`src/rtl/inv_mix_columns_seq.sv`:
```
// Iterative AES InvMixColumns: accepts a 128-bit state, mixes one 32-bit column
// per clock through a single shared column datapath, then presents the result.
module inv_mix_columns_seq (
   input  logic         clk,
   input  logic         rst_n,
   input  logic         i_Valid,
   output logic         o_Ready,
   input  logic [127:0] i_Data,
   output logic         o_Valid,
   input  logic         i_Ready,
   output logic [127:0] o_Data
);

   localparam logic [1:0] IDLE = 2'd0;
   localparam logic [1:0] BUSY = 2'd1;
   localparam logic [1:0] DONE = 2'd2;

   logic [1:0]       state_q, state_d;
   logic [1:0]       col_q, col_d;
   // Column c lives at packed index 3-c so that column 0 is bits [127:96].
   logic [3:0][31:0] buf_q, buf_d;
   logic [3:0][31:0] data_q, data_d;
   logic [31:0]      col_in, col_out;

   function automatic logic [7:0] xt(input logic [7:0] b);
      return {b[6:0], 1'b0} ^ ({8{b[7]}} & 8'h1b);
   endfunction

   function automatic logic [31:0] inv_col(input logic [31:0] a);
      logic [7:0] x1 [4];
      logic [7:0] x2 [4];
      logic [7:0] x4 [4];
      logic [7:0] x8 [4];
      logic [7:0] m9 [4];
      logic [7:0] mb [4];
      logic [7:0] md [4];
      logic [7:0] me [4];
      for (int unsigned k = 0; k < 4; k++) begin
         x1[k] = a[31-8*k -: 8];
         x2[k] = xt(x1[k]);
         x4[k] = xt(x2[k]);
         x8[k] = xt(x4[k]);
         m9[k] = x8[k] ^ x1[k];
         mb[k] = x8[k] ^ x2[k] ^ x1[k];
         md[k] = x8[k] ^ x4[k] ^ x1[k];
         me[k] = x8[k] ^ x4[k] ^ x2[k];
      end
      return {me[0] ^ mb[1] ^ md[2] ^ m9[3],
              m9[0] ^ me[1] ^ mb[2] ^ md[3],
              md[0] ^ m9[1] ^ me[2] ^ mb[3],
              mb[0] ^ md[1] ^ m9[2] ^ me[3]};
   endfunction

   always_comb begin
      col_in  = buf_q[2'd3 - col_q];
      col_out = inv_col(col_in);
   end

   always_comb begin
      state_d = state_q;
      col_d   = col_q;
      buf_d   = buf_q;
      data_d  = data_q;
      case (state_q)
         IDLE: begin
            if (i_Valid) begin
               buf_d   = i_Data;
               col_d   = '0;
               state_d = BUSY;
            end
         end
         BUSY: begin
            data_d[2'd3 - col_q] = col_out;
            col_d                = col_q + 2'd1;
            if (col_q == 2'd3) begin
               state_d = DONE;
            end
         end
         DONE: begin
            if (i_Ready) begin
               state_d = IDLE;
            end
         end
         default: state_d = IDLE;
      endcase
   end

   always_ff @(posedge clk) begin
      if (!rst_n) begin
         state_q <= IDLE;
         col_q   <= '0;
         buf_q   <= '0;
         data_q  <= '0;
      end else begin
         state_q <= state_d;
         col_q   <= col_d;
         buf_q   <= buf_d;
         data_q  <= data_d;
      end
   end

   assign o_Ready = (state_q == IDLE);
   assign o_Valid = (state_q == DONE);
   assign o_Data  = data_q;

endmodule
```
`config.mk`:
```
export PLATFORM = sky130hd
export DESIGN_NAME = inv_mix_columns_seq
export DESIGN_NICKNAME = d
export VERILOG_FILES = /design/src/rtl/inv_mix_columns_seq.sv
export SDC_FILE = /design/constraint.sdc
export NUM_CORES = 1
export LEC_CHECK = 0
export CAP_MARGIN = 0
export CORE_UTILIZATION = 52
export DETAILED_ROUTE_END_ITERATION = 12
export GPL_ROUTABILITY_DRIVEN = 0
export GPL_TIMING_DRIVEN = 0
export PLACE_DENSITY_LB_ADDON = 0.05
export SYNTH_ARGS = -nofsm -noshare
export SYNTH_HDL_FRONTEND = slang
export SYNTH_SLANG_ARGS = --single-unit
```
`constraint.sdc`:
```
create_clock -name clk -period 3.7 [get_ports clk]
set_clock_uncertainty 0.1 [all_clocks]
set_input_delay 0.925 -clock clk [delete_from_list [all_inputs] [get_ports clk]]
set_output_delay 0.925 -clock clk [all_outputs]
set_load 0.005 [all_outputs]
```
# [After elaboration in Yosys (flattened, before gate mapping)]
# Index checks and enable logic that the tools add are counted.
[word_totals] elab_cells=85 output_inout_bits=130 reg_bits=260
[classes] magnitude_cmp=2 n_mux=11 bitwise_logic=48 reduce_logical=6 n_addsub=2 eq_ne=6
[ops] operator="$xor 8x8->8" n=36
[ops] operator="$bwmux 128" n=1
[ops] operator="$xor 8x5->8" n=12
[ops] operator="$bmux 32 s2" n=1
[ops] operator="$demux 32 s2" n=1
[ops] operator="$mux 32" n=2
[ops] operator="$mux 2" n=4
[ops] operator="$pmux 2 s3" n=1
[ops] operator="$eq 2x2->1 const B" n=2
[ops] operator="$ne 2x2->1 const B" n=2
[ops] operator="$pmux 2 s2" n=1
[ops] operator="$reduce_and 2->1" n=2
[ops] operator="$lt 2x3->1 const B" n=1
[ops] operator="$reduce_and 3->1" n=1
[ops] operator="$add 2x1->2 const B" n=1
[ops] operator="$eq 2x1->1 const B" n=1
[ops] operator="$ge 2x1->1 const B" n=1
[ops] operator="$logic_not 2->1" n=1
[ops] operator="$ne 2x1->1 const B" n=1
[ops] operator="$reduce_bool 2->1" n=1
[ops] operator="$sub 2x2->2 const A" n=1
[ops] operator="$logic_and 1x1->1" n=1

# [Logic depth before layout (Yosys ltp)]
# Gate-level depths: netlist (run 1).
[depth] word_depth=12 depth_mapped=12 depth_no_buf=7

# [Worst setup path before layout (run 1)]
# Ideal clock, no wire load.
[synth_path] path_type="register to register" start="register col_q[0]" end="register data_q, in the netlist o_Data[97]" setup_ps=70 path_slack_ps=674 arrival_ps=2856 path_stages_with_launch=10 required_ps=3530 cell_sequence="dfxtp_1 -> buf_6 -> buf_12 -> mux4_2 -> xor2_1 -> xnor3_2 -> xnor3_1 -> xnor2_2 -> nand2_1 -> a21boi_1"
[synth_between] elab_chain_cells=12 word_cells_on_any_way=31 cone_classes="add/sub: 1; order compare: 2; mux: 5; bitwise: 22; reduce/logical: 1"
[synth_rtl] item="from (decl)" line_no="19" rtl="logic [1:0] col_q, col_d;"
[synth_rtl] item="from (signal assigned)" line_no="96" rtl="col_q <= col_d;"
[synth_rtl] item="$sub 2x2->2 (*)" line_no="55, 73"
[synth_rtl] item="$bmux 32 s2" line_no="55" rtl="col_in = buf_q[2'd3 - col_q];"
[synth_rtl] item="$mux 32 (not written as such)" line_no="55"
[synth_rtl] item="$xor 8x5->8 (3 in a row)" line_no="26" rtl="return {b[6:0], 1'b0} ^ ({8{b[7]}} & 8'h1b);"
[synth_rtl] item="$xor 8x8->8 (on tied branches) (2 in a row)" line_no="44, 45"
[synth_rtl] item="$xor 8x8->8 (3 in a row)" line_no="51" rtl="mb[0] ^ md[1] ^ m9[2] ^ me[3]};"
[synth_rtl] item="$bwmux 128 (*)" line_no="73" rtl="data_d[2'd3 - col_q] = col_out;"
[synth_rtl] item="to (signal assigned)" line_no="98" rtl="data_q <= data_d;"
[synth_rtl] item="to (decl)" line_no="22" rtl="logic [3:0][31:0] data_q, data_d;"
# Every way passes the cells marked *; elsewhere a longest branch is shown, timed or not. The select of a mux whose other input is x is not followed.
# A chain may end at the register's enable or synchronous reset.

# [Worst setup path in the final report (run 1)]
[layout_path] start="register col_q[0]" end="register data_q, in the netlist o_Data[88]"
[layout_between] elab_chain_cells=12 word_cells_on_any_way=31 cone_classes="add/sub: 1; order compare: 2; mux: 5; bitwise: 22; reduce/logical: 1"
[layout_rtl] item="$sub 2x2->2 (*)" line_no="55, 73"
[layout_rtl] item="$bmux 32 s2" line_no="55"
[layout_rtl] item="$mux 32 (not written as such)" line_no="55"
[layout_rtl] item="$xor 8x5->8 (3 in a row)" line_no="26"
[layout_rtl] item="$xor 8x8->8 (on tied branches) (2 in a row)" line_no="46, 44"
[layout_rtl] item="$xor 8x8->8 (3 in a row)" line_no="48" rtl="return {me[0] ^ mb[1] ^ md[2] ^ m9[3],"
[layout_rtl] item="$bwmux 128 (*)" line_no="73"
# Marked as above.

==> results of run 1 <==
cells in the final DEF (no fill, tap or decap), types with 2 or more instances in the layout:
cell / Yosys / final
buf_4: 6 / 8
ha_1: 4 / 4
and2_1: 5 / 5
mux4_1: 16 / 15
xnor2_2: 14 / 28
buf_8: 2 / 2
xnor3_1: 19 / 16
clkbuf_16: 0 / 27
buf_2: 15 / 14
buf_1: 9 / 9
clkdlybuf4s50_1: 0 / 260
xor3_1: 3 / 3
o21ai_1: 4 / 4
nand3_1: 4 / 4
mux2i_1: 2 / 2
inv_1: 3 / 3
a21boi_1: 61 / 61
xor2_1: 30 / 28
xnor3_2: 7 / 10
clkbuf_8: 0 / 4
nand2_1: 513 / 513
dfxtp_1: 260 / 260
clkinv_2: 0 / 2
nor2b_1: 5 / 5
xor2_2: 3 / 5
clkbuf_1: 72 / 82
mux4_2: 16 / 17
buf_6: 2 / 2
xnor2_4: 5 / 13
a21boi_0: 191 / 191
xnor2_1: 108 / 86
cell type report:
class	instances	area, um2	area share
inverter	3	11.3	0.000665
sequential	260	5200	0.307
buffer	107	499	0.0295
multi-input combinational	1016	7390	0.436
clock inverter	4	48.8	0.00288
timing repair buffer	262	2620	0.154
clock buffer	41	768	0.0453
tap	324	405	0.0239
registers in the layout (all words and copies together), names as in the netlist:
register / flops
o_Data: 128
buf_q: 128
state_q: 2
col_q: 2
power by group:
part | internal [mW] | leakage (nW) | total, mW | switching (mW)
Combinational | 1.73 | 3.67 | 3.75 | 2.02
Clock | 1.49 | 0.400 | 2.57 | 1.09
Sequential | 3.01 | 2.12 | 3.14 | 0.127
Total | 6.23 | 6.19 | 9.47 | 3.23
what timing repair did:
item	CTS	global route
gates cloned	0	0
setup buffers	0	2
pin swaps	0	2
gates resized for setup	14	23
hold buffers	0	0
endpoints found under the hold margin	0	0
setup endpoints to repair	37	71
cells by family (layout without fill, tap and decap cells):
| kind of cell | count (synthesis) | count (layout) | share of synthesized area |
|---|---|---|---|
| AND/OR/NAND/NOR | 529 | 529 | 0.157 |
| flip-flops | 260 | 260 | 0.406 |
| AO/OA/AOI/OAI | 259 | 259 | 0.151 |
| XOR/XNOR | 190 | 190 | 0.180 |
| buffers and inverters | 110 | 417 | 0.0396 |
| multiplexers | 34 | 34 | 0.0624 |
| adder cells (fa/ha/maj) | 4 | 4 | 0.00390 |
worst min-delay path, cell delays in order (launching register included):
cell      delay, ps
dfxtp_1         310
nand2_1          50
a21boi_1         50
metrics by stage:
| stage | hold slack [ps] | util |
|---|---|---|
| floorplan | 339 | - |
| global placement | 344 | 0.653 |
| detailed placement | 346 | 0.653 |
| CTS | 354 | 0.692 |
| global route | 373 | 0.699 |
| finish | 351 | 0.699 |
routing by layer:
metal / wire length (um) / vias up / share of wire / GRT usage
li1: - / 5105 / - / -
met1: 15100 / 5010 / 0.41 / 0.358
met2: 18300 / 396 / 0.49 / 0.505
met3: 2380 / 73 / 0.064 / 0.0352
met4: 1250 / 0 / 0.034 / 0.118
met5: 0 / - / 0 / 0
path summary, 6_finish.rpt:
path | start | endpoint | cells after the start | slack, ps
min | o_Data[52] | o_Data[52] | 2 | 350
max | col_q[0] | o_Data[88] | 10 | 90
min reg2reg | o_Data[52] | o_Data[52] | 2 | 350
max reg2reg | col_q[0] | o_Data[88] | 10 | 90
==> impl_metrics.py, run 1 <==
metrics = {
    "synthesis": {
        "synth-edff-count": 0,
        "ys.flop_type": "dfxtp_1",
        "netlist_top_cells_count": "513 x nand2_1, 260 x dfxtp_1, 191 x a21boi_0, 108 x xnor2_1, 72 x clkbuf_1",
        "yosysMostFrequentCell": "nand2_1",
        "syn_area_mm2": 0.0128,
        "synthCells": 1386,
        "syn-num-nets": 1522,
        "synth_cell_type_count": 34,
        "synth_top_area_frac": 0.406,
        "synth_warnings": 0,
        "yosys.area.top_type": "dfxtp_1",
        "syn_avg_cell_area_um2": 9.26,
        "ys_seq_area_frac": 0.406,
        "ys_seq_elements": 260,
        "synthTopCellsByArea": "dfxtp_1 41%, nand2_1 15%, a21boi_0 11%",
        "ys_async_sr_fraction": 0,
    },
    "setup_path": {
        "worstPathRequired_ps": 4060,
        "critPathMaxStageDelay_ps": 670,
        "cp.arrival_ps": 3970,
        "crit_fanout": 10,
        "cp.buffers_inverters": 4,
        "cp-end-kind": "flip-flop",
        "start_kind": "flip-flop",
        "path_class": "flip-flop to flip-flop",
        "crit_family": "XOR/XNOR gates",
        "crit_top_cell": "xnor2_1",
        "worstPathCellList": "buf_6 -> buf_12 -> buf_8 -> mux4_1 -> buf_2 -> xnor2_1 -> xnor2_1 -> xnor2_1 -> nand2_1 -> a21boi_0",
        "crit_slowest_cell": "xnor2_1",
    },
    "cts": {
        "cts_tree": "done",
        "clk_pin_slew_worst_paths_ps": 60,
        "clock_latency_ps": 540,
        "clock_sinks": 260,
        "cts_made_buffers": 27,
        "root_buffer": "clkbuf_16",
        "cts.path.max_buffers": 3,
        "htreeDepth": 1,
    },
    "power_and_ir_drop": {
        "leakagePower_nw": 6.19,
        "total_power_mw": 9.47,
        "p_per_area_mw_per_mm2": 559,
        "peakVddDrop_mv": 0.338,
    },
    "final_layout": {
        "syn2layout_area_growth_pct": 32.1,
        "insertedDiodeCount": 0,
        "stdcell_area_mm2": 0.0169,
        "nets": 1813,
        "fill_cells": 1966,
        "drive_gt1_frac": 0.0809,
        "instances_no_fill": 2017,
    },
    "global_route": {
        "track_usage": 0.287,
        "grt_start_max_net_pins": 14,
        "grt-ovfl-total": 0,
        "grt_antenna_before_repair": 0,
        "grt_pass1_vias": 10167,
        "grt_pass1_wl_um": 56100,
    },
    "floorplan": {
        "die_h_um": 159,
        "die_w_um": 159,
        "coreArea_mm2": 0.0242,
        "start_util": 0.529,
        "io_pins": 262,
        "dieArea_mm2": 0.0253,
        "rows": 57,
    },
    "sta": {
        "finalHoldViolCount": 0,
        "period_needed_ps": 3610,
        "setup_ws_ps": 91.7,
        "maxSlewViolCount": 0,
        "rsz0062_at_grt": "true",
        "slew-limit-headroom": 0.476,
        "setup_tns_ps": 0,
        "period_share": 0.975,
        "fmax_mhz": 277,
        "setup_viol": 0,
        "worst_slew_pin_slew_ps": 781,
    },
    "route": {
        "vias_per_cell": 5.25,
        "wl_per_cell_um": 18.4,
        "post-route-drc-count": 0,
        "dr.pass1.iters": 5,
        "first_iter_violations": 544,
        "vias": 10584,
        "postRouteAntennaNets": 0,
        "wl_um": 37000,
    },
    "run_status": {
        "outcome": "completed",
    },
    "place": {
        "placed_area_mm2": 0.0158,
        "dp_hpwl_um": 28300,
        "dp_slack_ps": -224,
        "placedCellCount": 1970,
        "port_buffers": 260,
    },
    "hold_path": {
        "hold_path.class": "flip-flop to flip-flop",
    },
    "flow_run": {
        "cap_violations": 0,
    },
}
No activity file was read; power rests on OpenSTA's default activity.
==> run 2: changes to the inputs <==
CORE_MARGIN = 2   (was unset)
SKIP_LAST_GASP = 1   (was unset)
==> impl_metrics.py, run 2 (same netlist as run 1, synthesis figures left out) <==
metrics = {
    "run_status": {
        "outcome": "completed",
    },
    "setup_path": {
        "critPathMaxStageDelay_ps": 700,
        "crit_fanout": 5,
        "worstPathCellList": "buf_6 -> buf_4 -> mux4_1 -> buf_2 -> xnor2_2 -> xnor3_2 -> xnor2_1 -> nand2_1 -> a21boi_0",
        "cp-end-kind": "flip-flop",
        "worstPathRequired_ps": 4060,
        "start_kind": "flip-flop",
        "path_class": "flip-flop to flip-flop",
        "crit_slowest_cell": "xnor2_1",
        "cp.arrival_ps": 4000,
    },
    "cts": {
        "root_buffer": "clkbuf_16",
        "clk_pin_slew_worst_paths_ps": 60,
        "htreeDepth": 1,
        "clock_latency_ps": 540,
        "cts_tree": "done",
        "cts.path.max_buffers": 3,
        "clock_sinks": 260,
        "cts_made_buffers": 27,
    },
    "sta": {
        "fmax_mhz": 275,
        "setup_viol": 0,
        "worst_slew_pin_slew_ps": 831,
        "maxSlewViolCount": 0,
        "period_share": 0.984,
        "period_needed_ps": 3640,
        "finalHoldViolCount": 0,
        "slew-limit-headroom": 0.442,
        "whs_ps": 352,
    },
    "final_layout": {
        "syn2layout_area_growth_pct": 32.5,
        "instances_no_fill": 2024,
        "fill_cells": 1948,
        "final_common_cell": "nand2_1",
        "nets": 1815,
        "drive_gt1_frac": 0.0876,
        "stdcell_area_mm2": 0.0170,
        "final_cell_mix": "513 x nand2_1, 260 x dfxtp_1, 260 x clkdlybuf4s50_1, 191 x a21boi_0, 85 x xnor2_1",
        "utilization": 0.701,
        "insertedDiodeCount": 0,
    },
    "power_and_ir_drop": {
        "peakVddDrop_mv": 0.336,
        "p_per_area_mw_per_mm2": 560,
        "leakagePower_nw": 6.26,
    },
    "floorplan": {
        "io_pins": 262,
        "die_h_um": 161,
        "die_w_um": 161,
        "start_util": 0.529,
        "rows": 57,
        "coreArea_mm2": 0.0242,
        "dieArea_mm2": 0.0259,
    },
    "route": {
        "vias": 10512,
        "dr.pass1.iters": 5,
        "post-route-drc-count": 0,
        "wl_um": 37300,
        "vias_per_cell": 5.19,
        "wl_per_cell_um": 18.4,
        "postRouteAntennaNets": 0,
        "first_iter_violations": 639,
    },
    "global_route": {
        "grt_start_max_net_pins": 15,
        "grt_antenna_before_repair": 0,
        "track_usage": 0.282,
        "grt-ovfl-total": 0,
        "grt_pass1_vias": 10199,
        "grt_pass1_wl_um": 56600,
    },
    "place": {
        "port_buffers": 260,
        "placed_area_mm2": 0.0158,
        "dp_hpwl_um": 28500,
        "placedCellCount": 1970,
    },
    "flow_run": {
        "cap_violations": 0,
    },
    "hold_path": {
        "hold_path.class": "flip-flop to flip-flop",
    },
}
-- run 2: metrics by stage --
stage	setup WS, ps	total power, mW	setup TNS [ps]
2_1_floorplan	674	5.21	0
3_3_place_gp	-168	6.45	-1730
3_5_place_dp	-287	6.50	-3220
4_1_cts	-57.3	9.37	-95.4
5_1_grt	-8.31	9.85	-8.93
6_report	59.8	9.52	0
-- run 2: report_power, final --
part / switching, mW / internal (mW)
clock network: 1.14 / 1.58
registers: 0.126 / 3.01
logic: 2.00 / 1.66
-- run 2: final cells by class --
type | instances | area (um2) | area share
sequential | 260 | 5200 | 0.306
tap | 324 | 405 | 0.0238
multi-input combinational | 1016 | 7350 | 0.432
timing repair buffer | 264 | 2630 | 0.155
clock buffer | 35 | 756 | 0.0444
buffer | 107 | 503 | 0.0296
inverter | 3 | 11.3 | 0.000662
clock inverter | 15 | 139 | 0.00817
-- run 2: final timing paths --
path,from,to,slack [ps],cells past startpoint
worst max-delay path,col_q[0],o_Data[25],60,9
worst min-delay path,o_Data[3],o_Data[3],350,2
worst max register to register,col_q[0],o_Data[25],60,9
worst min register to register,o_Data[3],o_Data[3],350,2
-- run 2: repair_timing --
action,in CTS,in global routing
cloned,0,0
resized for setup,14,19
endpoints found under the setup margin,42,94
setup buffers,0,4
pin swaps,1,3
hold buffers,0,0
endpoints found under the hold margin,0,0
-- run 2: metal layers --
metal | vias to the layer above | track usage | part of all wire | wire [um]
met5 | - | 0 | 0 | 0
li1 | 5096 | - | - | -
met4 | 0 | 0.112 | 0.036 | 1340
met2 | 384 | 0.488 | 0.49 | 18200
met1 | 4950 | 0.362 | 0.41 | 15500
met3 | 82 | 0.0336 | 0.060 | 2250
-- run 2: critical path: cells and delay by family (launching register included) --
kind | cells | cell delay (ps)
mux | 1 | 590
compound gates | 1 | 170
simple gates | 1 | 120
buf+inv | 3 | 580
flops | 1 | 400
xor+xnor | 3 | 1610
==> run 3: changes to the inputs <==
ABC_AREA = 1   (was unset)
CORE_UTILIZATION = 54   (was 52)
==> impl_metrics.py, run 3 <==
metrics = {
    "run_status": {
        "outcome": "completed",
    },
    "route": {
        "vias": 15713,
        "wl_um": 50800,
        "dr.pass1.iters": 7,
        "post-route-drc-count": 0,
        "wl_per_cell_um": 17.9,
        "postRouteAntennaNets": 0,
        "vias_per_cell": 5.55,
        "first_iter_violations": 1623,
    },
    "global_route": {
        "use_met2": 0.590,
        "grt_antenna_before_repair": 0,
        "grt_start_max_net_pins": 14,
        "grt.busiest_layer": "met2",
        "grt_pass1_wl_um": 77900,
        "grtUsageMet1": 0.421,
        "grt_pass1_vias": 14672,
        "grt_util_met3": 0.0544,
        "grt-ovfl-total": 0,
        "track_usage": 0.354,
    },
    "setup_path": {
        "endpoint": "o_Data[76]",
        "reg2reg_from": "col_q[0]",
        "r2r_end": "o_Data[76]",
        "cp.arrival_ps": 3490,
        "ff2ff_setup_slack_ps": 510,
        "start_kind": "flip-flop",
        "cp-end-kind": "flip-flop",
        "reg2reg_depth": 19,
        "timing.critical_path.from": "col_q[0]",
        "path_class": "flip-flop to flip-flop",
        "crit_fanout": 10,
        "worstPathRequired_ps": 4010,
    },
    "final_layout": {
        "insertedDiodeCount": 0,
        "drive_gt1_frac": 0.0749,
        "syn2layout_area_growth_pct": 26.7,
        "nets": 2614,
        "instances_no_fill": 2833,
        "final_common_cell": "nand2_1",
        "final_cell_mix": "673 x nand2_1, 260 x dfxtp_1, 260 x clkdlybuf4s50_1, 250 x nor2_1, 218 x nand3_1",
    },
    "flow_run": {
        "cap_violations": 0,
    },
    "sta": {
        "finalHoldViolCount": 0,
        "maxSlewViolCount": 0,
        "fmax_mhz": 314,
        "setup_ws_ps": 514,
        "setup_tns_ps": 0,
        "worst_slew_pin_slew_ps": 946,
        "period_share": 0.861,
        "setup_viol": 0,
        "rsz0062_at_grt": "false",
        "period_needed_ps": 3190,
        "slew-limit-headroom": 0.369,
    },
    "synthesis": {
        "ys.flop_type": "dfxtp_1",
        "synthCells": 2189,
        "synth_top_area_frac": 0.360,
        "syn-num-nets": 2325,
        "synthMuxAreaShare": 0,
        "synth_top_family_by_area": "simple AND/OR/NAND/NOR gates",
        "syn_area_mm2": 0.0145,
        "synthXorXnorAreaFrac": 0.0689,
        "synth_warnings": 0,
        "netlist_top_cells_count": "673 x nand2_1, 260 x dfxtp_1, 250 x nor2_1, 218 x nand3_1, 188 x o21ai_0",
        "synth_compound_area_frac": 0.127,
        "synth_cell_type_count": 36,
        "ys_async_sr_fraction": 0,
        "synth-edff-count": 0,
        "ys_seq_area_frac": 0.360,
        "yosys.area_share.simple": 0.366,
        "yosys.area.top_type": "dfxtp_1",
        "yosysMostFrequentCell": "nand2_1",
        "synthTopCellsByArea": "dfxtp_1 36%, nand2_1 17%, nand3_1 7.5%",
        "syn_avg_cell_area_um2": 6.61,
        "ys_seq_elements": 260,
        "synthAdderAreaFrac": 0.00346,
    },
    "cts": {
        "clk_pin_slew_worst_paths_ps": 60,
        "cts.path.max_buffers": 3,
        "clock_latency_ps": 560,
        "clock_sinks": 260,
        "htreeDepth": 1,
        "cts_tree": "done",
        "cts_made_buffers": 27,
        "ctsResizeCount": 0,
        "cts.hold.buffers_added": 0,
        "root_buffer": "clkbuf_16",
        "postCtsSetupBuffers": 0,
    },
    "floorplan": {
        "rows": 59,
        "dieArea_mm2": 0.0281,
        "io_pins": 262,
        "die_w_um": 168,
        "start_util": 0.552,
        "coreArea_mm2": 0.0262,
        "die_h_um": 168,
    },
    "power_and_ir_drop": {
        "leakagePower_nw": 8.58,
        "total_power_mw": 10.4,
        "p_per_area_mw_per_mm2": 565,
        "peakVddDrop_mv": 0.361,
    },
    "hold_path": {
        "hold_path.class": "flip-flop to flip-flop",
    },
    "place": {
        "port_buffers": 260,
        "placedCellCount": 2784,
        "dp_slack_ps": 361,
        "dp_hpwl_um": 39600,
    },
}
-- run 3: changes by cell type after synthesis, sizes merged, moves of 8 or more --
cell and delta:
a21oi +69, nor2 +249, nand2 +219, o21a +68
nand3 +232, xnor3 -26, a21boi -252, mux4 -32
or2 +8, inv +149, xnor2 -78, o21ai +185
xor2 +19
-- run 3: layer usage --
layer | share of wire | wire length, um
met5 | 0 | 0
met4 | 0.076 | 3850
met3 | 0.088 | 4470
met2 | 0.46 | 23200
met1 | 0.38 | 19200
-- run 3: final cells by class --
type / count / area (um2)
Fill cell: 2252 / 7870
Timing Repair Buffer: 260 / 2600
Sequential cell: 260 / 5200
Clock buffer: 39 / 781
Inverter: 153 / 577
Buffer: 105 / 507
Clock inverter: 10 / 62.6
Tap cell: 335 / 419
Multi-Input combinational cell: 1671 / 8180
-- run 3: worst max-delay path: stages, from the launching register on --
cell and delay, ps:
dfxtp_1 360, inv_2 150, buf_2 290, nand2_1 200
nand2_1 110, nand2_1 50, nand2_1 160, nand2_1 70
nand2_1 170, nand2_1 130, nand2_1 320, nand2_1 100
nand2_1 290, inv_1 70, nand2_1 70, nand2_1 60
inv_1 60, nand2_1 40, nand2_1 150, a21oi_1 90
-- run 3: worst min-delay path by stage --
stage / startpoint / end / slack [ps] / cells after the start
finish: buf_q[107] / buf_q[107] / 360 / 2
global route: buf_q[107] / buf_q[107] / 380 / 2
CTS: buf_q[107] / buf_q[107] / 360 / 2
detailed placement: buf_q[107] / buf_q[107] / 350 / 2
global placement: buf_q[43] / buf_q[43] / 340 / 2
floorplan: buf_q[107] / buf_q[107] / 330 / 2
-- run 3: report_power, final --
group | total, mW | internal, mW | switching [mW]
sequential | 3.14 | 3.01 | 0.135
clock | 2.60 | 1.46 | 1.14
combinational | 4.61 | 1.46 | 3.14
-- run 3: stage by stage --
| step | utilization | area (um2) | hold slack (ps) |
|---|---|---|---|
| 5_1_grt | 0.700 | 18300 | 378 |
| 4_1_cts | 0.700 | 18300 | 356 |
| 2_1_floorplan | - | 14500 | 329 |
| 3_3_place_gp | 0.667 | 17500 | 344 |
| 3_5_place_dp | 0.667 | 17500 | 347 |
| 6_report | 0.700 | 18300 | 357 |
-- run 3: cells by family (layout without fill, tap and decap cells) --
kind of cell | Yosys count | after routing
AND/OR/NAND/NOR | 1236 | 1236
AO/OA/AOI/OAI | 330 | 330
flip-flops | 260 | 260
buffers and inverters | 258 | 567
XOR/XNOR | 101 | 101
adder cells (fa/ha/maj) | 4 | 4
